`src/rtl/alu_operand_entry.sv`:
```
// alu_operand_entry: debounced DE2 key/switch entry of two 32-bit operands and an ALU opcode,
// issued to the ALU through a valid/ready handshake.
module alu_operand_entry #(
  parameter int DEBOUNCE_CYCLES = 500000,
  parameter int CNT_W           = 20
) (
  input  logic        CLK,
  input  logic        nRST,
  input  logic [3:0]  key_n,
  input  logic [17:0] sw,
  output logic [31:0] port_a,
  output logic [31:0] port_b,
  output logic [3:0]  aluop,
  output logic        op_valid,
  input  logic        op_ready,
  output logic [2:0]  stage,
  output logic [3:0]  press
);
  typedef enum logic [2:0] {
    A_LO  = 3'd0,
    A_HI  = 3'd1,
    B_LO  = 3'd2,
    B_HI  = 3'd3,
    OP    = 3'd4,
    ISSUE = 3'd5
  } state_t;
  logic [3:0]            s1_q, s2_q, stable_q, stable_d, press_q, press_d;
  logic [3:0][CNT_W-1:0] cnt_q, cnt_d;
  state_t                st_q, st_d;
  logic [31:0]           a_q, a_d, b_q, b_d;
  logic [3:0]            op_q, op_d;
  logic                  valid_q;
  logic                  enter, back, clear, xfer;
  logic                  unused_sw;
  assign unused_sw = sw[17];
  always_comb begin
    stable_d = stable_q;
    cnt_d    = '0;
    for (int i = 0; i < 4; i++)
      if (s2_q[i] != stable_q[i]) begin
        if (cnt_q[i] == CNT_W'(DEBOUNCE_CYCLES - 1)) stable_d[i] = s2_q[i];
        else cnt_d[i] = cnt_q[i] + CNT_W'(1);
      end
    press_d = stable_q & ~stable_d;
  end
  assign clear = press_q[2];
  assign back  = press_q[1];
  assign enter = press_q[0];
  assign xfer  = (st_q == ISSUE) && op_ready;
  // CLEAR outranks a simultaneous transfer; the transfer still happens since op_valid was up.
  always_comb begin
    st_d = st_q;
    a_d  = a_q;
    b_d  = b_q;
    op_d = op_q;
    if (clear) begin
      st_d = A_LO;
      a_d  = '0;
      b_d  = '0;
      op_d = '0;
    end else if (xfer) begin
      st_d = A_LO;
    end else if (back) begin
      case (st_q)
        B_HI, OP: st_d = B_LO;
        ISSUE:    st_d = OP;
        default:  st_d = A_LO;
      endcase
    end else if (enter) begin
      case (st_q)
        A_LO: begin
          a_d  = sw[16] ? {{16{sw[15]}}, sw[15:0]} : {a_q[31:16], sw[15:0]};
          st_d = sw[16] ? B_LO : A_HI;
        end
        A_HI: begin
          a_d  = {sw[15:0], a_q[15:0]};
          st_d = B_LO;
        end
        B_LO: begin
          b_d  = sw[16] ? {{16{sw[15]}}, sw[15:0]} : {b_q[31:16], sw[15:0]};
          st_d = sw[16] ? OP : B_HI;
        end
        B_HI: begin
          b_d  = {sw[15:0], b_q[15:0]};
          st_d = OP;
        end
        OP: begin
          op_d = sw[3:0];
          st_d = ISSUE;
        end
        ISSUE:   st_d = ISSUE;
        default: st_d = A_LO;
      endcase
    end else if (st_q > ISSUE) begin
      st_d = A_LO;
    end
  end
  always_ff @(posedge CLK) begin
    if (!nRST) begin
      s1_q     <= '1;
      s2_q     <= '1;
      stable_q <= '1;
      cnt_q    <= '0;
      press_q  <= '0;
      st_q     <= A_LO;
      a_q      <= '0;
      b_q      <= '0;
      op_q     <= '0;
      valid_q  <= 1'b0;
    end else begin
      s1_q     <= key_n;
      s2_q     <= s1_q;
      stable_q <= stable_d;
      cnt_q    <= cnt_d;
      press_q  <= press_d;
      st_q     <= st_d;
      a_q      <= a_d;
      b_q      <= b_d;
      op_q     <= op_d;
      valid_q  <= (st_d == ISSUE);
    end
  end
  assign port_a   = a_q;
  assign port_b   = b_q;
  assign aluop    = op_q;
  assign op_valid = valid_q;
  assign stage    = st_q;
  assign press    = press_q;
endmodule

```
`config.mk`:
```
export PLATFORM = sky130hd
export DESIGN_NAME = alu_operand_entry
export DESIGN_NICKNAME = d
export VERILOG_FILES = /design/src/rtl/alu_operand_entry.sv
export SDC_FILE = /design/constraint.sdc
export NUM_CORES = 1
export LEC_CHECK = 0
export ABC_AREA = 1
export CORE_ASPECT_RATIO = 1.5
export CORE_MARGIN = 4
export CORE_UTILIZATION = 50
export CTS_CLUSTER_SIZE = 40
export DETAILED_ROUTE_END_ITERATION = 10
export GPL_ROUTABILITY_DRIVEN = 0
export PLACE_DENSITY_LB_ADDON = 0.12
export SETUP_SLACK_MARGIN = 0.15
export SYNTH_ARGS = -nofsm -noshare
export SYNTH_HDL_FRONTEND = slang
export SYNTH_SLANG_ARGS = --single-unit
```
`constraint.sdc`:
```
create_clock -name CLK -period 4.2 [get_ports CLK]
set_input_delay 0.84 -clock CLK [delete_from_list [all_inputs] [get_ports CLK]]
set_output_delay 0.84 -clock CLK [all_outputs]
set_load 0.02 [all_outputs]
```
==> impl_metrics.ini, run 1 <==
[synth]
synth-compound-area-share_pct = 11.1
yosys.area_share.simple_pct = 33.0
synth_top_family_by_area = simple AND/OR/NAND/NOR gates
synth_xor_area_share_pct = 3.41
syn_nets = 1154
syn_inst = 1125
synthAdderAreaFrac_pct = 0.650
syn_area_per_cell_um2 = 6.84
yosys_warnings = 0
ys_ff_latch = 168
ys_seq_area_share_pct = 43.7
synthesis.area_um2 = 7690
synthMuxAreaShare_pct = 0
synth_edf_count = 0
async_flop_share_pct = 0
synth.distinct_cells = 35
ys.flop_type = dfxtp_1

[run_status]
outcome = finished, final reports clean

[placed_design]
placed_area_um2 = 8780
io_buffers = 99
hpwlAfterDp_um = 13300
dp.cells = 1397

[power]
p_switching_uw = 763
internal-power_uw = 2470
power_frac_seq_pct = 49.4
combPwrFrac_pct = 2.7
p_sw_share_pct = 23.6
power_density_nw_per_um2 = 346
leakage_uw = 0.00339
power_frac_clock_pct = 47.9
peakVddDrop_v = 0.000242

[cells_and_area]
stdcell_count = 1429
layout_common_cells = nand2_1, nor2_1, dfxtp_1
layout-area-overhead-vs-synth_pct = 21.7
layout-drive-gt1-share_pct = 5.93
stdcell_area_um2 = 9370
layout_commonest_cell = nand2_1
diodes = 0
finalNetCount = 1246

[grt]
grt_max_degree = 66
grt_overflow = 0
gr-usage-all-layers_pct = 21.8
grt_first_pass_wirelength_um = 31100
antenna_found_initial = 0
grt_pass1_vias = 6687

[die]
initial_core_util_pct = 51.1
dieWidth_um = 109
die_height_um = 160
dieArea_um2 = 17500
ioPinCount = 101
coreArea_um2 = 15100
rows = 55

[clocking]
cts_tree = done
cts.sinks = 168
post_cts_buffers = 0
cts-root-buf = clkbuf_16
hold_buffers = 0
clock_path_buffers = 2
clk_pin_slew_worst_paths_ns = 0.07
cts_buffers = 17
insertion_delay_ns = 0.42
cts-htree-levels = 4
postCtsResizedCells = 0

[worst_setup_path]
cp.required_ns = 3.36
cp.arrival_ns = 1.70
path_max_fanout = 8
timing.rr.start = stage[0]
path_cells = clkdlybuf4s50_1
crit_path_start = stage[0]
crit_path_top_delay_cell = clkdlybuf4s50_1
path_delay_family = buffers and inverters
path_class = flop to output pin
cp-end-kind = output pin
cp_num_buf_inv = 1
cpPeakStageDelay_ns = 0.72
startpoint_type = flop

[run]
max-cap-violations = 0

[detailed_routing]
drtPass1Iterations = 5
drt_iter0_drc = 345
drt-wirelength-per-cell_um = 12.8
drtAntennaViolNets = 0
vias = 7094
via_per_inst = 4.96
routed_wl_um = 18200
route.detailed.drc = 0

[timing]
tns_ns = 0
post-route-min-period_ns = 2.54
tightest_slew_ns = 1.04
finalCritPeriodShare_pct = 60.5
clock_skew_ns = 0.00830
finalMaxSlewViolations = 0
maxSlewHeadroom_pct = 30.5
rsz0062_at_grt = false
hold_violations = 0
finalSetupViolCount = 0
clock.fmax_ghz = 0.393
holdWs_ns = 0.415

[worst_hold_path]
hp-start = s1_q[0]
worstHoldPathType = flop to flop
-- area by class of cell --
type / count / area, um^2
fill: 1422 / 5710
multi-input combinational: 811 / 3710
sequential: 168 / 3360
timing repair buffer: 101 / 1010
inverter: 118 / 448
clock buffer: 17 / 425
tap: 199 / 249
clock inverter: 15 / 163
-- per-layer routing --
layer	global-route usage (%)	share of wire [%]	vias up
li1	-	-	3725
met1	25.6	42	3188
met2	38.3	50	136
met3	4.53	4.2	45
met4	8.68	3.4	0
met5	0	0	-
-- kinds of logic after synthesis --
| family | after synthesis |
|---|---|
| buffers and inverters | 146 |
| xor gates and xnor gates | 30 |
| and+or+nand+nor | 612 |
| AOI/OAI and AO/OA | 165 |
| DFF | 168 |
| adders and majority gates | 4 |
-- path summary, 6_finish.rpt --
kind / end / slack [ns] / depth (start not counted)
setup reg to reg: port_b[7] / 2.21 / 5
hold / removal: s2_q[0] / 0.42 / 1
hold reg to reg: s2_q[0] / 0.42 / 1
setup / recovery: stage[0] / 1.66 / 1
-- power by group through the flow --
stage               logic [uW]  clock network [uW]  registers, uW
floorplan                 48.7                   0           1640
global placement          87.4                   0           1640
detailed placement        87.6                   0           1640
CTS                       88.1                1580           1600
global route              98.4                1660           1600
finish                    87.0                1550           1600
-- synth_stat cells, types with 2 or more instances --
cell	n	share of area, %
a21oi_1	69	4.5
buf_1	2	0.098
buf_2	11	0.72
buf_4	2	0.20
buf_6	5	0.73
clkbuf_1	7	0.34
dfxtp_1	168	44
ha_1	4	0.65
inv_1	112	5.5
inv_2	4	0.20
inv_4	2	0.16
nand2_1	253	12
nand2_2	4	0.33
nand3_1	54	3.5
nand3_2	2	0.26
nand3b_1	5	0.49
nand4_1	15	1.2
nor2_1	248	12
nor2_2	2	0.16
nor2_4	2	0.29
nor3_1	5	0.33
o21ai_0	79	5.1
o21ai_1	11	0.72
o21bai_1	3	0.29
or2_2	18	1.5
xnor2_1	11	1.3
xor2_1	19	2.2
-- worst register-to-register path, cell delays in order (launching register included) --
cell and delay (ns):
dfxtp_1 0.43, nor3_2 0.28, inv_2 0.05, nor2_2 0.78
o21ai_0 0.19, a21oi_1 0.18
-- flip-flops by register name, summed over array words and instances (netlist names) --
name	flops
aluop	4
cnt_q	80
s2_q	4
press	4
s1_q	4
stage	3
port_a	32
op_valid	1
stable_q	4
port_b	32
-- per-stage QoR --
stage	util, %	total power, uW	setup slack [ns]
after global placement	58.2	1720	1.33
after CTS	62.1	3270	1.63
final	62.1	3240	1.66
after detailed placement	58.2	1720	1.33
after global routing	62.1	3360	1.57
after floorplan	-	1680	2.54
Power figures use the tool's default switching activity.
==> run 2: changes to the inputs <==
Clock period 4.2 ns to 2.2 ns, I/O delays scaled along.
==> impl_metrics.ini, run 2 (synthesis gave the netlist of run 1 again) <==
[worst_setup_path]
path_class = flop to output pin
cpPeakStageDelay_ns = 0.67
cp_num_buf_inv = 1
path_max_fanout = 4
crit_path_top_delay_cell = clkdlybuf4s50_1
cp.arrival_ns = 1.47
path_cells = clkdlybuf4s50_1
path_delay_family = buffers and inverters
startpoint_type = flop
cp.required_ns = 1.76
cp-end-kind = output pin

[detailed_routing]
via_per_inst = 4.93
drtPass1Iterations = 4
top_layer_used = met4
vias = 7095
route.detailed.drc = 0
met2_length_um = 9540
drt_iter0_drc = 257
routed_wl_um = 18300
drt-wirelength-per-cell_um = 12.7
drtAntennaViolNets = 0
dr_wl_met3_um = 754
met1_length_um = 7450

[clocking]
insertion_delay_ns = 0.43
cts-root-buf = clkbuf_16
cts_tree = done
clock_path_buffers = 2
cts-htree-levels = 4
hold_buffers = 0
cts.sinks = 168
clk_pin_slew_worst_paths_ns = 0.07
cts_buffers = 17

[die]
dieArea_um2 = 17500
ioPinCount = 101
die_height_um = 160
initial_core_util_pct = 51.1
dieWidth_um = 109
coreArea_um2 = 15100
rows = 55

[timing]
finalSetupViolCount = 0
hold_violations = 0
clock.fmax_ghz = 0.523
tightest_slew_ns = 0.446
post-route-min-period_ns = 1.91
finalCritPeriodShare_pct = 86.9
clock_skew_ns = 0.0125
maxSlewHeadroom_pct = 70.2
finalMaxSlewViolations = 0
tns_ns = 0
rsz0062_at_grt = false

[run]
max-cap-violations = 0

[cells_and_area]
diodes = 0
layout_common_cells = nand2_1, nor2_1, dfxtp_1
layout-drive-gt1-share_pct = 6.77
fillerInstances = 1387
fin_util_pct = 62.9
largest_register_ff_count = 80
layout_commonest_cell = nand2_1
finalNetCount = 1256
layout-area-overhead-vs-synth_pct = 23.2
top_register = cnt_q

[grt]
grt_max_degree = 66
grt_first_pass_wirelength_um = 30400
grt_overflow = 0
grt_pass1_vias = 6645
antenna_found_initial = 0
gr-usage-all-layers_pct = 21.5

[power]
peakVddDrop_v = 0.000450
power_density_nw_per_um2 = 657
finalPower_uw = 6230
leakage_uw = 0.00352

[placed_design]
io_buffers = 99
hpwlAfterDp_um = 13600

[worst_hold_path]
worstHoldPathType = flop to flop

[run_status]
outcome = finished, final reports clean
==> run 2: worst paths after layout <==
kind | to | cells after the start | slack (ns) | start
min reg2reg | s2_q[0] | 1 | 0.41 | s1_q[0]
max | press[0] | 1 | 0.29 | press[0]
max reg2reg | cnt_q[30] | 6 | 0.57 | cnt_q[20]
min | s2_q[0] | 1 | 0.41 | s1_q[0]
==> run 2: what timing repair did <==
| item | 4_1_cts | 5_1_grt |
|---|---|---|
| resized for setup | 2 | 3 |
| hold endpoints to repair | 0 | 0 |
| setup buffers | 0 | 0 |
| setup endpoints to repair | 2 | 3 |
| gates cloned | 0 | 0 |
==> run 2: layer usage <==
metal | global-route usage (%) | vias to the layer above
met2 | 39.1 | 133
met4 | 8.56 | 0
met1 | 24.0 | 3177
met5 | 0 | -
met3 | 4.08 | 36
li1 | - | 3749
==> run 2: through the flow <==
stage | hold slack [ns] | instances | worst slack, ns | cell area [um^2]
floorplan | 0.393 | 1125 | 0.723 | 7690
global route | 0.423 | 1439 | 0.207 | 9480
global placement | 0.394 | 1407 | 0.210 | 8880
CTS | 0.413 | 1439 | 0.155 | 9480
detailed placement | 0.398 | 1407 | 0.203 | 8880
finish | 0.409 | 1439 | 0.287 | 9480
==> run 2: report_power, final <==
part / total (uW) / internal (uW) / leakage (uW) / switching (uW)
Clock: 3010 / 1630 / 0.000296 / 1370
Sequential: 3050 / 3050 / 0.00136 / 5.77
Combinational: 176 / 74.3 / 0.00187 / 101
==> run 2: final cells by class <==
type	instances	area [um^2]	area share, %
inverter	118	448	4.72
clock inverter	15	173	1.82
multi-input combinational	811	3710	39.1
sequential	168	3360	35.5
timing repair buffer	111	1110	11.7
tap	199	249	2.63
clock buffer	17	425	4.49
